### src/rtl/stopwatch_pkg.sv
// Shared definitions for the stopwatch: FSM states, default field moduli and field widths.
package stopwatch_pkg;

    typedef enum logic [1:0] {
        ST_IDLE    = 2'd0,
        ST_RUNNING = 2'd1,
        ST_PAUSED  = 2'd2
    } state_t;

    localparam int MSEC_MOD_DEF = 1000;
    localparam int SEC_MOD_DEF  = 60;
    localparam int HOUR_MOD_DEF = 24;

    localparam int MSEC_W = 10;
    localparam int SEC_W  = 6;
    localparam int MIN_W  = 6;
    localparam int HOUR_W = 5;

endpackage

### src/rtl/stopwatch_core_mod_counter.sv
// Modulus-N counter with enable and synchronous clear; carry is high in the cycle
// the counter rolls over from MOD-1 to 0, so counters can be chained by carry.
module mod_counter #(
    parameter int MOD = 10,
    parameter int W   = 4
) (
    input  logic         clk,
    input  logic         reset,
    input  logic         en,
    input  logic         clr,
    output logic [W-1:0] value,
    output logic         carry
);

    always_comb begin
        carry = en && (value == W'(MOD - 1));
    end

    always_ff @(posedge clk) begin
        if (reset || clr) begin
            value <= '0;
        end else if (en) begin
            value <= carry ? '0 : value + W'(1);
        end
    end

endmodule

### src/rtl/stopwatch_core.sv
// Stopwatch: run/pause/clear FSM, chained msec/sec/min/hour counters,
// lap freeze latch and display muxing.
module stopwatch_core
    import stopwatch_pkg::*;
#(
    parameter int MSEC_MOD = MSEC_MOD_DEF,
    parameter int SEC_MOD  = SEC_MOD_DEF,
    parameter int HOUR_MOD = HOUR_MOD_DEF
) (
    input  logic              clk,
    input  logic              reset,
    input  logic              clk_msec,
    input  logic              btn_run,
    input  logic              btn_clear,
    input  logic              btn_lap,
    output logic [MSEC_W-1:0] disp_msec,
    output logic [SEC_W-1:0]  disp_sec,
    output logic [MIN_W-1:0]  disp_min,
    output logic [HOUR_W-1:0] disp_hour,
    output logic              running,
    output logic              lap_active,
    output logic              wrap
);

    state_t state, state_next;

    logic tick_en, count_clr, lap_toggle;
    logic c_msec, c_sec, c_min, c_hour;

    logic [MSEC_W-1:0] live_msec, lap_msec;
    logic [SEC_W-1:0]  live_sec,  lap_sec;
    logic [MIN_W-1:0]  live_min,  lap_min;
    logic [HOUR_W-1:0] live_hour, lap_hour;

    always_ff @(posedge clk) begin
        if (reset) begin
            state <= ST_IDLE;
        end else begin
            state <= state_next;
        end
    end

    // btn_clear has priority over btn_run wherever it is honoured
    always_comb begin
        state_next = state;
        case (state)
            ST_IDLE: begin
                if (!btn_clear && btn_run) state_next = ST_RUNNING;
            end
            ST_RUNNING: begin
                if (btn_run) state_next = ST_PAUSED;
            end
            ST_PAUSED: begin
                if (btn_clear)    state_next = ST_IDLE;
                else if (btn_run) state_next = ST_RUNNING;
            end
            default: state_next = ST_IDLE;
        endcase
    end

    always_comb begin
        running    = (state == ST_RUNNING);
        tick_en    = running && clk_msec;
        count_clr  = btn_clear && (state != ST_RUNNING);
        lap_toggle = btn_lap && running;
    end

    mod_counter #(.MOD(MSEC_MOD), .W(MSEC_W)) u_msec (
        .clk(clk), .reset(reset), .en(tick_en), .clr(count_clr),
        .value(live_msec), .carry(c_msec)
    );

    mod_counter #(.MOD(SEC_MOD), .W(SEC_W)) u_sec (
        .clk(clk), .reset(reset), .en(c_msec), .clr(count_clr),
        .value(live_sec), .carry(c_sec)
    );

    mod_counter #(.MOD(SEC_MOD), .W(MIN_W)) u_min (
        .clk(clk), .reset(reset), .en(c_sec), .clr(count_clr),
        .value(live_min), .carry(c_min)
    );

    mod_counter #(.MOD(HOUR_MOD), .W(HOUR_W)) u_hour (
        .clk(clk), .reset(reset), .en(c_min), .clr(count_clr),
        .value(live_hour), .carry(c_hour)
    );

    // The latch captures the value visible before this edge, so a lap taken
    // together with a tick or a pause freezes the pre-update time.
    always_ff @(posedge clk) begin
        if (reset) begin
            lap_active <= 1'b0;
            wrap       <= 1'b0;
            lap_msec   <= '0;
            lap_sec    <= '0;
            lap_min    <= '0;
            lap_hour   <= '0;
        end else begin
            wrap <= c_hour;
            if (count_clr) begin
                lap_active <= 1'b0;
                lap_msec   <= '0;
                lap_sec    <= '0;
                lap_min    <= '0;
                lap_hour   <= '0;
            end else if (lap_toggle) begin
                lap_active <= !lap_active;
                if (!lap_active) begin
                    lap_msec <= live_msec;
                    lap_sec  <= live_sec;
                    lap_min  <= live_min;
                    lap_hour <= live_hour;
                end
            end
        end
    end

    always_comb begin
        disp_msec = lap_active ? lap_msec : live_msec;
        disp_sec  = lap_active ? lap_sec  : live_sec;
        disp_min  = lap_active ? lap_min  : live_min;
        disp_hour = lap_active ? lap_hour : live_hour;
    end

endmodule

### config.mk
export PLATFORM = sky130hd
export DESIGN_NAME = stopwatch_core
export DESIGN_NICKNAME = d
export VERILOG_FILES = /design/src/rtl/stopwatch_pkg.sv /design/src/rtl/stopwatch_core_mod_counter.sv /design/src/rtl/stopwatch_core.sv
export SDC_FILE = /design/constraint.sdc
export NUM_CORES = 1
export LEC_CHECK = 0
export CAP_MARGIN = 5
export CORE_ASPECT_RATIO = 1.75
export CORE_MARGIN = 8
export CORE_UTILIZATION = 45
export CTS_CLUSTER_DIAMETER = 80
export DETAILED_ROUTE_END_ITERATION = 8
export GPL_ROUTABILITY_DRIVEN = 0
export GPL_TIMING_DRIVEN = 0
export HOLD_SLACK_MARGIN = 0.06
export PLACE_DENSITY = 0.67
export SYNTH_ARGS = -nofsm -noshare
export SYNTH_HDL_FRONTEND = slang
export SYNTH_SLANG_ARGS = --single-unit
### constraint.sdc
create_clock -name clk -period 2.7 [get_ports clk]
set_clock_uncertainty 0.2 [all_clocks]
set_input_delay 0.81 -clock clk [delete_from_list [all_inputs] [get_ports clk]]
set_output_delay 0.81 -clock clk [all_outputs]
set_load 0.02 [all_outputs]
==> results.toml <==
[cts]
clk_pin_slew_ns = 0.06
htreeDepth = 3
cts_tree = "done"
cts_sinks = 58
cts-root-buf = "clkbuf_8"
clockBufferDepth = 2
insertion_delay_ns = 0.34
cts_buffers = 9

[drt]
drt_iter0_drc = 78
post_drt_via_cell_ratio = 5.52
routedWlPerCell_um = 15.4
ant_nets = 0
vias = 2430
drtPass1Iterations = 4
route.detailed.drc = 0
routed_wirelength_um = 6760

[sta]
rsz0062_at_grt = "yes"
finalSetupViolations = 0
period_share_pct = 97.6
hold_viol = 0
finalCriticalPeriod_ns = 2.63
tightest_slew_ns = 0.945
slew_viol_final = 0
clock.fmax_ghz = 0.380
relSlewSlack_pct = 36.5

[place]
hpwl_um = 5040
io_buffers = 35

[grt]
track_usage_pct = 15.8
grt_overflow = 0
grt_antenna_before_repair = 0
grt_pass1_vias = 2357
grt_max_degree = 11
grt_pass1_wl_um = 11000

[power_and_ir_drop]
p_leak_nw = 1.29
ir_drop_mv = 0.344
finalPower_mw = 1.62
p_per_area_nw_per_um2 = 470

[synthesis]
synth_top_cell_area_share_pct = 41.2
ys_seq_area_share_pct = 41.2
ys_warn_count = 0
async_flop_share_pct = 0
synth_area_sq_um = 2820
synth_area_leaders = "dfxtp_1 41%, mux2i_1 10%, mux2_2 9.6%"
synth_seq_cells = 58
yosysUniqueCellTypes = 39
synth_ff_type = "dfxtp_1"
synthCells = 310
synth-edff-count = 0
synth.avg_cell_area_sq_um = 9.09
synth_top_area_cell = "dfxtp_1"
syn_nets = 320

[cells_and_area]
fin_nets = 366
synthToLayoutAreaGrowth_pct = 22.0
fin_util_pct = 56.0
nFillCells = 608
seq_area_sq_um = 1160
antenna_cells = 0
multi_input_area_sq_um = 1570
drive_gt1_share_pct = 15.3

[die]
dieWidth_um = 75.8
core_area_sq_um = 6130
die_h_um = 121
start_util_pct = 45.9
fp-row-count = 38
die_area_sq_um = 9150
io_pins = 36

[critical_path]
cp_slowest_cell = "clkdlybuf4s50_1"
crit_type = "flip-flop to primary output"
path_cells = "mux2_2 > clkdlybuf4s50_1"
critPathLaunchType = "flip-flop"
cp_num_buf_inv = 1
slowest_delay_ns = 0.54
cp-end-kind = "primary output"
cp_max_fo = 5
worst_ep_required_time_ns = 1.69
cp_top_family = "buffers and inverters"
worst_ep_arrival_time_ns = 1.62

[job]
drv_cap = 0

[hold_path]
hold_class = "flip-flop to flip-flop"

[outcome]
status = "complete, no violations"
placed cells by master, fill, tap and decap left out, types with 5 or more instances in the layout:
cell / instances
o21ai_0: 9
nand2_1: 25
a21oi_1: 20
clkbuf_1: 6
o31ai_1: 8
mux2_2: 24
mux2i_1: 29
or4_1: 6
nand3_1: 10
nor2_1: 44
inv_1: 7
nor4_1: 6
xnor2_1: 8
or3_1: 5
dlygate4sd2_1: 27
dfxtp_1: 57
clkdlybuf4s50_1: 8
clkbuf_8: 11
synth_stat cells (5+ instances only):
| library cell | instances |
|---|---|
| a21oi_1 | 20 |
| clkbuf_1 | 7 |
| or4_1 | 6 |
| xnor2_1 | 8 |
| dfxtp_1 | 58 |
| nand2_1 | 25 |
| o21ai_0 | 10 |
| inv_1 | 7 |
| o31ai_1 | 8 |
| nor4_1 | 7 |
| nor2_1 | 44 |
| mux2_2 | 24 |
| nand3_1 | 10 |
| or3_1 | 5 |
| mux2i_1 | 29 |
sequential cells by signal, summed over array words and instances, names as in the netlist:
signal and flops:
lap_msec 10, u_hour.value 5, wrap 1, lap_min 6
lap_hour 5, u_sec.value 6, state 2, u_min.value 6
lap_sec 6, u_msec.value 10, lap_active 1
worst min-delay path, cell delays in order, from the launching register on:
cell and delay (ns):
dfxtp_1 0.32, mux2i_1 0.06, nor2_1 0.07
final timing paths:
path,start,to,slack [ns],cells past startpoint
worst max-delay path,lap_active,disp_min[4],0.07,2
worst min-delay path,lap_min[0],lap_min[0],0.28,2
worst max register to register,u_sec.value[0],u_hour.value[0],0.45,7
worst min register to register,lap_min[0],lap_min[0],0.28,2
routing by layer:
metal | track usage, % | share of wire (%) | vias up
met5 | 0 | 0 | -
met4 | 9.20 | 2.9 | 0
met3 | 4.23 | 4.2 | 13
met2 | 27.8 | 55 | 51
met1 | 15.6 | 38 | 1164
li1 | - | - | 1202
cells by family (layout without fill, tap and decap cells):
| group | after synthesis | in the layout | share of synthesized area, % |
|---|---|---|---|
| AO/OA/AOI/OAI | 42 | 42 | 8.66 |
| buffers and inverters | 22 | 72 | 3.33 |
| AND/OR/NAND/NOR | 121 | 121 | 22.0 |
| flip-flops | 58 | 58 | 41.2 |
| adder cells (fa/ha/maj) | 4 | 4 | 1.78 |
| XOR/XNOR | 10 | 10 | 3.11 |
| multiplexers | 53 | 53 | 19.9 |
power by group:
part	switching [mW]	internal [mW]
clock network	0.314	0.373
logic	0.0426	0.0262
registers	0.00279	0.858
final cells by class:
class                   count  share of cell area [%]
multi-input cells         230                    45.7
clock inverters             3                   0.437
inverters                   7                   0.765
clock buffers              12                    4.52
flip-flops and latches     58                    33.8
plain buffers              15                    2.59
repair buffers             35                    9.21
well taps                  80                    2.91
per-stage QoR:
stage / cells / TNS (ns) / area, sq um / hold WS (ns) / worst slack (ns)
floorplan: 310 / 0 / 2820 / 0.248 / 0.413
global placement: 425 / -12.25 / 3270 / 0.258 / -0.578
detailed placement: 425 / -12.31 / 3270 / 0.279 / -0.580
CTS: 440 / 0 / 3420 / 0.288 / 0.00395
global route: 440 / -0.0286 / 3440 / 0.319 / -0.0252
finish: 440 / 0 / 3440 / 0.283 / 0.0651
what timing repair did:
| item | CTS | global route |
|---|---|---|
| gates resized for setup | 37 | 7 |
| hold buffers | 0 | 0 |
| setup endpoints to repair | 33 | 9 |
| setup buffers | 0 | 0 |
(Power assumes the default switching activity.)
